### src/rtl/param_control_unit.sv
// Sequencer for an add/sub, Booth-multiply and non-restoring-divide datapath.
// Optional feature: define DIV_ZERO_DETECT_EN to abort divides by zero after LOAD.
module param_control_unit #(
  parameter int WIDTH = 8,
  parameter int CNT_W = $clog2(WIDTH)
) (
  input  logic        clk,
  input  logic        rst,
  input  logic        start,
  input  logic [1:0]  op_codes,
  input  logic        q_zero,
  input  logic        q_minus_one,
  input  logic        a_msb,
  input  logic        divisor_zero,
  output logic [10:0] c,
  output logic        busy,
  output logic        finish,
  output logic        div_zero_err
);

  typedef enum logic [2:0] {
    S_IDLE,
    S_LOAD,
    S_EXEC,
    S_CORR,
    S_OUT,
    S_DONE
  } state_e;

  localparam logic [1:0]       OP_MUL    = 2'b10;
  localparam logic [1:0]       OP_DIV    = 2'b11;
  localparam logic [CNT_W-1:0] ITER_LAST = CNT_W'(WIDTH - 1);
  localparam logic [CNT_W-1:0] ITER_ONE  = CNT_W'(1);

  state_e           state_q, state_d;
  logic [1:0]       step_q, step_d;
  logic [CNT_W-1:0] iter_q, iter_d;
  logic [1:0]       op_q, op_d;
  logic             busy_q, busy_d;
  logic             finish_q, finish_d;
  logic             err_q, err_d;

  logic iter_done;
  assign iter_done = (iter_q == ITER_LAST);

`ifndef DIV_ZERO_DETECT_EN
  logic unused_divisor_zero;
  assign unused_divisor_zero = divisor_zero;
`endif

  // NOTE: every always_comb output gets a default first so no path leaves it unassigned (no latch).
  always_comb begin
    state_d = state_q;
    step_d  = step_q;
    iter_d  = iter_q;
    op_d    = op_q;
    err_d   = 1'b0;

    unique case (state_q)
      S_IDLE: begin
        if (start) begin
          state_d = S_LOAD;
          step_d  = 2'd0;
          iter_d  = '0;
          op_d    = op_codes;
        end
      end
      S_LOAD: begin
        if (step_q == 2'd0) begin
          step_d = 2'd1;
        end else begin
          state_d = S_EXEC;
          step_d  = 2'd0;
          iter_d  = '0;
`ifdef DIV_ZERO_DETECT_EN
          if (op_q == OP_DIV && divisor_zero) begin
            state_d = S_DONE;
            err_d   = 1'b1;
          end
`endif
        end
      end
      S_EXEC: begin
        if (!op_q[1]) begin
          state_d = S_OUT;
          step_d  = 2'd0;
        end else if (op_q == OP_MUL) begin
          if (step_q == 2'd0) begin
            step_d = 2'd1;
          end else begin
            step_d = 2'd0;
            // Counter returns to 0 on the last iteration instead of wrapping.
            iter_d = iter_done ? '0 : iter_q + ITER_ONE;
            if (iter_done) state_d = S_OUT;
          end
        end else begin
          if (step_q != 2'd2) begin
            step_d = step_q + 2'd1;
          end else begin
            step_d = 2'd0;
            iter_d = iter_done ? '0 : iter_q + ITER_ONE;
            if (iter_done) state_d = a_msb ? S_CORR : S_OUT;
          end
        end
      end
      S_CORR: begin
        state_d = S_OUT;
        step_d  = 2'd0;
      end
      S_OUT: begin
        if (!op_q[1] || step_q == 2'd1) begin
          state_d = S_DONE;
          step_d  = 2'd0;
        end else begin
          step_d = 2'd1;
        end
      end
      S_DONE: begin
        state_d = S_IDLE;
        step_d  = 2'd0;
      end
      default: begin
        state_d = S_IDLE;
        step_d  = 2'd0;
        iter_d  = '0;
      end
    endcase

    busy_d   = (state_d != S_IDLE);
    finish_d = (state_d == S_DONE);
  end

  // NOTE: sequential state uses non-blocking assignments so all flops update from pre-edge values.
  always_ff @(posedge clk or negedge rst) begin
    if (!rst) begin
      state_q  <= S_IDLE;
      step_q   <= 2'd0;
      iter_q   <= '0;
      op_q     <= 2'b00;
      busy_q   <= 1'b0;
      finish_q <= 1'b0;
      err_q    <= 1'b0;
    end else begin
      state_q  <= state_d;
      step_q   <= step_d;
      iter_q   <= iter_d;
      op_q     <= op_d;
      busy_q   <= busy_d;
      finish_q <= finish_d;
      err_q    <= err_d;
    end
  end

  // Control word: registered state/step/op plus live datapath status bits.
  always_comb begin
    c = '0;
    unique case (state_q)
      S_LOAD: begin
        if (step_q == 2'd0) begin
          c[0] = 1'b1;
          c[8] = op_q[1];
        end else begin
          c[1] = 1'b1;
        end
      end
      S_EXEC: begin
        if (!op_q[1]) begin
          c[2] = 1'b1;
          c[3] = op_q[0];
        end else if (op_q == OP_MUL) begin
          if (step_q == 2'd0) begin
            c[2] = q_zero ^ q_minus_one;
            c[3] = q_zero & ~q_minus_one;
          end else begin
            c[5] = 1'b1;
          end
        end else begin
          unique case (step_q)
            2'd0: c[4] = 1'b1;
            2'd1: begin
              c[2] = 1'b1;
              c[3] = ~a_msb;
            end
            default: c[9] = 1'b1;
          endcase
        end
      end
      S_CORR: begin
        c[2] = 1'b1;
        c[6] = 1'b1;
      end
      S_OUT: begin
        if (op_q[1] && step_q == 2'd0) c[7] = 1'b1;
        else                           c[10] = 1'b1;
      end
      default: c = '0;
    endcase
  end

  assign busy         = busy_q;
  assign finish       = finish_q;
  assign div_zero_err = err_q;

endmodule
### config.mk
export PLATFORM = sky130hd
export DESIGN_NAME = param_control_unit
export DESIGN_NICKNAME = d
export VERILOG_FILES = /design/src/rtl/param_control_unit.sv
export SDC_FILE = /design/constraint.sdc
export NUM_CORES = 1
export LEC_CHECK = 0
export BUFFER_PORTS_ARGS = -buffer_cell sky130_fd_sc_hd__buf_4
export CORE_ASPECT_RATIO = 0.8
export CORE_MARGIN = 2
export CORE_UTILIZATION = 45
export CTS_CLUSTER_SIZE = 30
export DETAILED_ROUTE_END_ITERATION = 8
export PLACE_DENSITY = 0.68
export SLEW_MARGIN = 25
export SYNTH_ARGS = -nofsm -noshare
export SYNTH_HDL_FRONTEND = slang
export SYNTH_SLANG_ARGS = --single-unit
### constraint.sdc
create_clock -name clk -period 3.2 [get_ports clk]
set_input_delay 0.64 -clock clk [delete_from_list [all_inputs] [get_ports clk]]
set_output_delay 0.64 -clock clk [all_outputs]
set_load 0.02 [all_outputs]
==> flow_summary.toml <==
[grt]
grt_pass1_wl_um = 3240
overflow = 0
gr-usage-all-layers_pct = 18.8
antenna_found_initial = 0
grt_max_degree = 14
grt_pass1_vias = 661

[die]
start_util_pct = 48.7
ioPinCount = 23
die_w_um = 54.8
rows = 14
die_area_sq_mm = 0.00245
core_area_sq_mm = 0.00191
dieHeight_um = 44.7

[timing]
setup_violations = 0
worstMarginPinSlew_ps = 533
finalHoldViolCount = 0
timing.final.ws_setup_ps = 766
post-route-period-util_pct = 76.1
fin_crit_ps = 2430
fin_tns_setup_ps = 0
slew_headroom_pct = 64.5
report.final.slew_viol_count = 0
finClkSkew_ps = 1.31
rsz0062_at_grt = "false"
max_freq_ghz = 0.411

[final_layout]
fin_util_pct = 57.4
final_area_sq_mm = 0.00110
drive_above_1_share_pct = 28.6
nets = 133
area_growth_pct = 17.9
n_antenna_cell = 0
fin_cells = 143

[logic_synthesis]
ys_async_sr_fraction_pct = 100
synth_ff_type = "dfrtp_1"
ys_warn_count = 0
syn_avg_cell_area_sq_um = 9.11
synth.area.top_cells = "dfrtp_1 32%, ha_1 5.4%, nor2_1 4.0%"
netlist_area_sq_um = 930
yosys.cell_types.count = 42
ys_ff_latch = 12
ys_seq_area_share_pct = 32.3
syn_nets = 115
yosysTopAreaCell = "dfrtp_1"
synth_common_cells = "12 x dfrtp_1, 10 x nor2_1, 9 x nand2_1, 6 x inv_1, 5 x nand2b_1"
synth_top_area_share_pct = 32.3
synth.most_common_cell = "dfrtp_1"
synth-edff-count = 0
syn_inst = 102

[clock_network]
cts.path.max_buffers = 2
cts-buffers-inserted = 3
cts_num_sinks = 12
post_cts_buffers = 0
ctsResizeCount = 0
clk_pin_slew_ps = 80
htree_levels = 1
hold_buffers = 0
insertion_delay_ps = 270
cts_tree = "done"
cts_root_buf = "clkbuf_4"

[detailed_routing]
wl_um = 2010
vias = 792
avgViaCountPerCell = 5.54
drt-initial-drc-count = 17
first_pass_iters = 4
drc_errors = 0
postRouteAntennaNets = 0
wire_per_inst_um = 14.1

[power_and_ir_drop]
p_per_area_mw_per_mm2 = 856
power_frac_seq_pct = 33.8
clkPwrFrac_pct = 13.1
p_leak_uw = 0.000519
switching_power_uw = 426
peakVddDrop_mv = 0.383
combPwrFrac_pct = 53.1
swShare_pct = 45.4
p_int_uw = 512

[critical_path]
critPathMaxFanout = 13
critPathCaptureType = "output pin"
cp-start-kind = "register"
r2r_cells = 6
worstPathArrival_ps = 1790
r2r_slack_ps = 1530
r2r_start = "iter_q[0]$_DFFE_PN0P_"
regToRegEndpoint = "state_q[0]$_DFF_PN0_"
crit_type = "register to output pin"
worstPathRequired_ps = 2560

[place]
dpl-instance-area_sq_mm = 0.00106
routabilityCongestion = 0.856
dp_cells = 139
place_hpwl_um = 1460
pre_cts_slack_ps = 840
portBuffers = 20

[run]
drv_cap = 0

[worst_hold_path]
min_path_type = "input pin to asynchronous set/reset pin"

[outcome]
status = "completed"
[per-layer routing]
metal | wire [um] | share of wire [%] | vias to the layer above | GRT usage [%]
met4 | 14 | 0.70 | 0 | 3.00
met2 | 891 | 44 | 33 | 26.0
met1 | 959 | 48 | 370 | 28.7
met3 | 144 | 7.2 | 2 | 6.08
li1 | - | - | 387 | -
met5 | 0 | 0 | - | 0
[area by class of cell]
cell class	instances	area, sq um
well taps	24	30.0
inverters	6	22.5
repair buffers	20	150
multi-input cells	77	557
flip-flops and latches	12	300
clock buffers	4	36.3
fillers	194	813
[registers in the layout, indices dropped and copies added (netlist names)]
name	cells
busy	1
finish	1
iter_q	3
op_q	2
state_q	3
step_q	2
[placed cells by master, fill, tap and decap left out, types with 2 or more instances in the layout]
master | netlist | layout
o22ai_1 | 2 | 2
nor2_1 | 10 | 10
inv_1 | 6 | 6
ha_1 | 4 | 4
mux2i_1 | 2 | 2
buf_4 | 4 | 20
mux2_2 | 2 | 2
and3_1 | 2 | 2
and2_1 | 2 | 2
a31oi_1 | 3 | 3
nand2b_1 | 5 | 5
a21oi_1 | 4 | 4
nand2_1 | 9 | 9
o21ai_1 | 2 | 2
nor2b_1 | 3 | 3
nand3b_1 | 2 | 2
or2_1 | 2 | 2
nor3b_2 | 2 | 2
nor3b_1 | 2 | 2
dfrtp_1 | 12 | 12
clkbuf_4 | 0 | 3
[worst max-delay path, cell delays in order, from the launching register on]
cell     delay (ps)
dfrtp_1         570
or3b_1          530
nor2_2          150
and2_1          130
buf_4           130
[power by group through the flow]
stage	clock, uW	sequential (uW)	combinational (uW)
final	123	317	498
after CTS	127	316	499
after global placement	0	318	490
after floorplan	0	242	458
after detailed placement	0	317	496
after global routing	135	330	547
[per-stage QoR]
stage	power [uW]	hold WS (ps)
6_report	938	190
5_1_grt	1010	185
3_3_place_gp	808	492
2_1_floorplan	700	344
3_5_place_dp	814	492
4_1_cts	941	187
[logic make-up (layout without fill, tap and decap cells)]
family / after synthesis / after routing / share of synthesized area [%]
buf+inv: 13 / 30 / 7.81
flops: 12 / 12 / 32.3
other cells: 1 / 1 / 0.403
compound gates: 19 / 19 / 16.7
simple gates: 48 / 48 / 31.2
fa+ha+maj: 4 / 4 / 5.38
mux: 5 / 5 / 6.19
[how the worst max path moves through the flow]
stage / slack [ps] / start / to
floorplan: 910 / q_minus_one / c[2]
global placement: 840 / q_zero / c[2]
detailed placement: 840 / q_zero / c[2]
CTS: 760 / state_q[2]$_DFF_PN0_ / c[8]
global route: 680 / state_q[2]$_DFF_PN0_ / c[8]
finish: 770 / state_q[2]$_DFF_PN0_ / c[8]
Power figures use the tool's default switching activity.
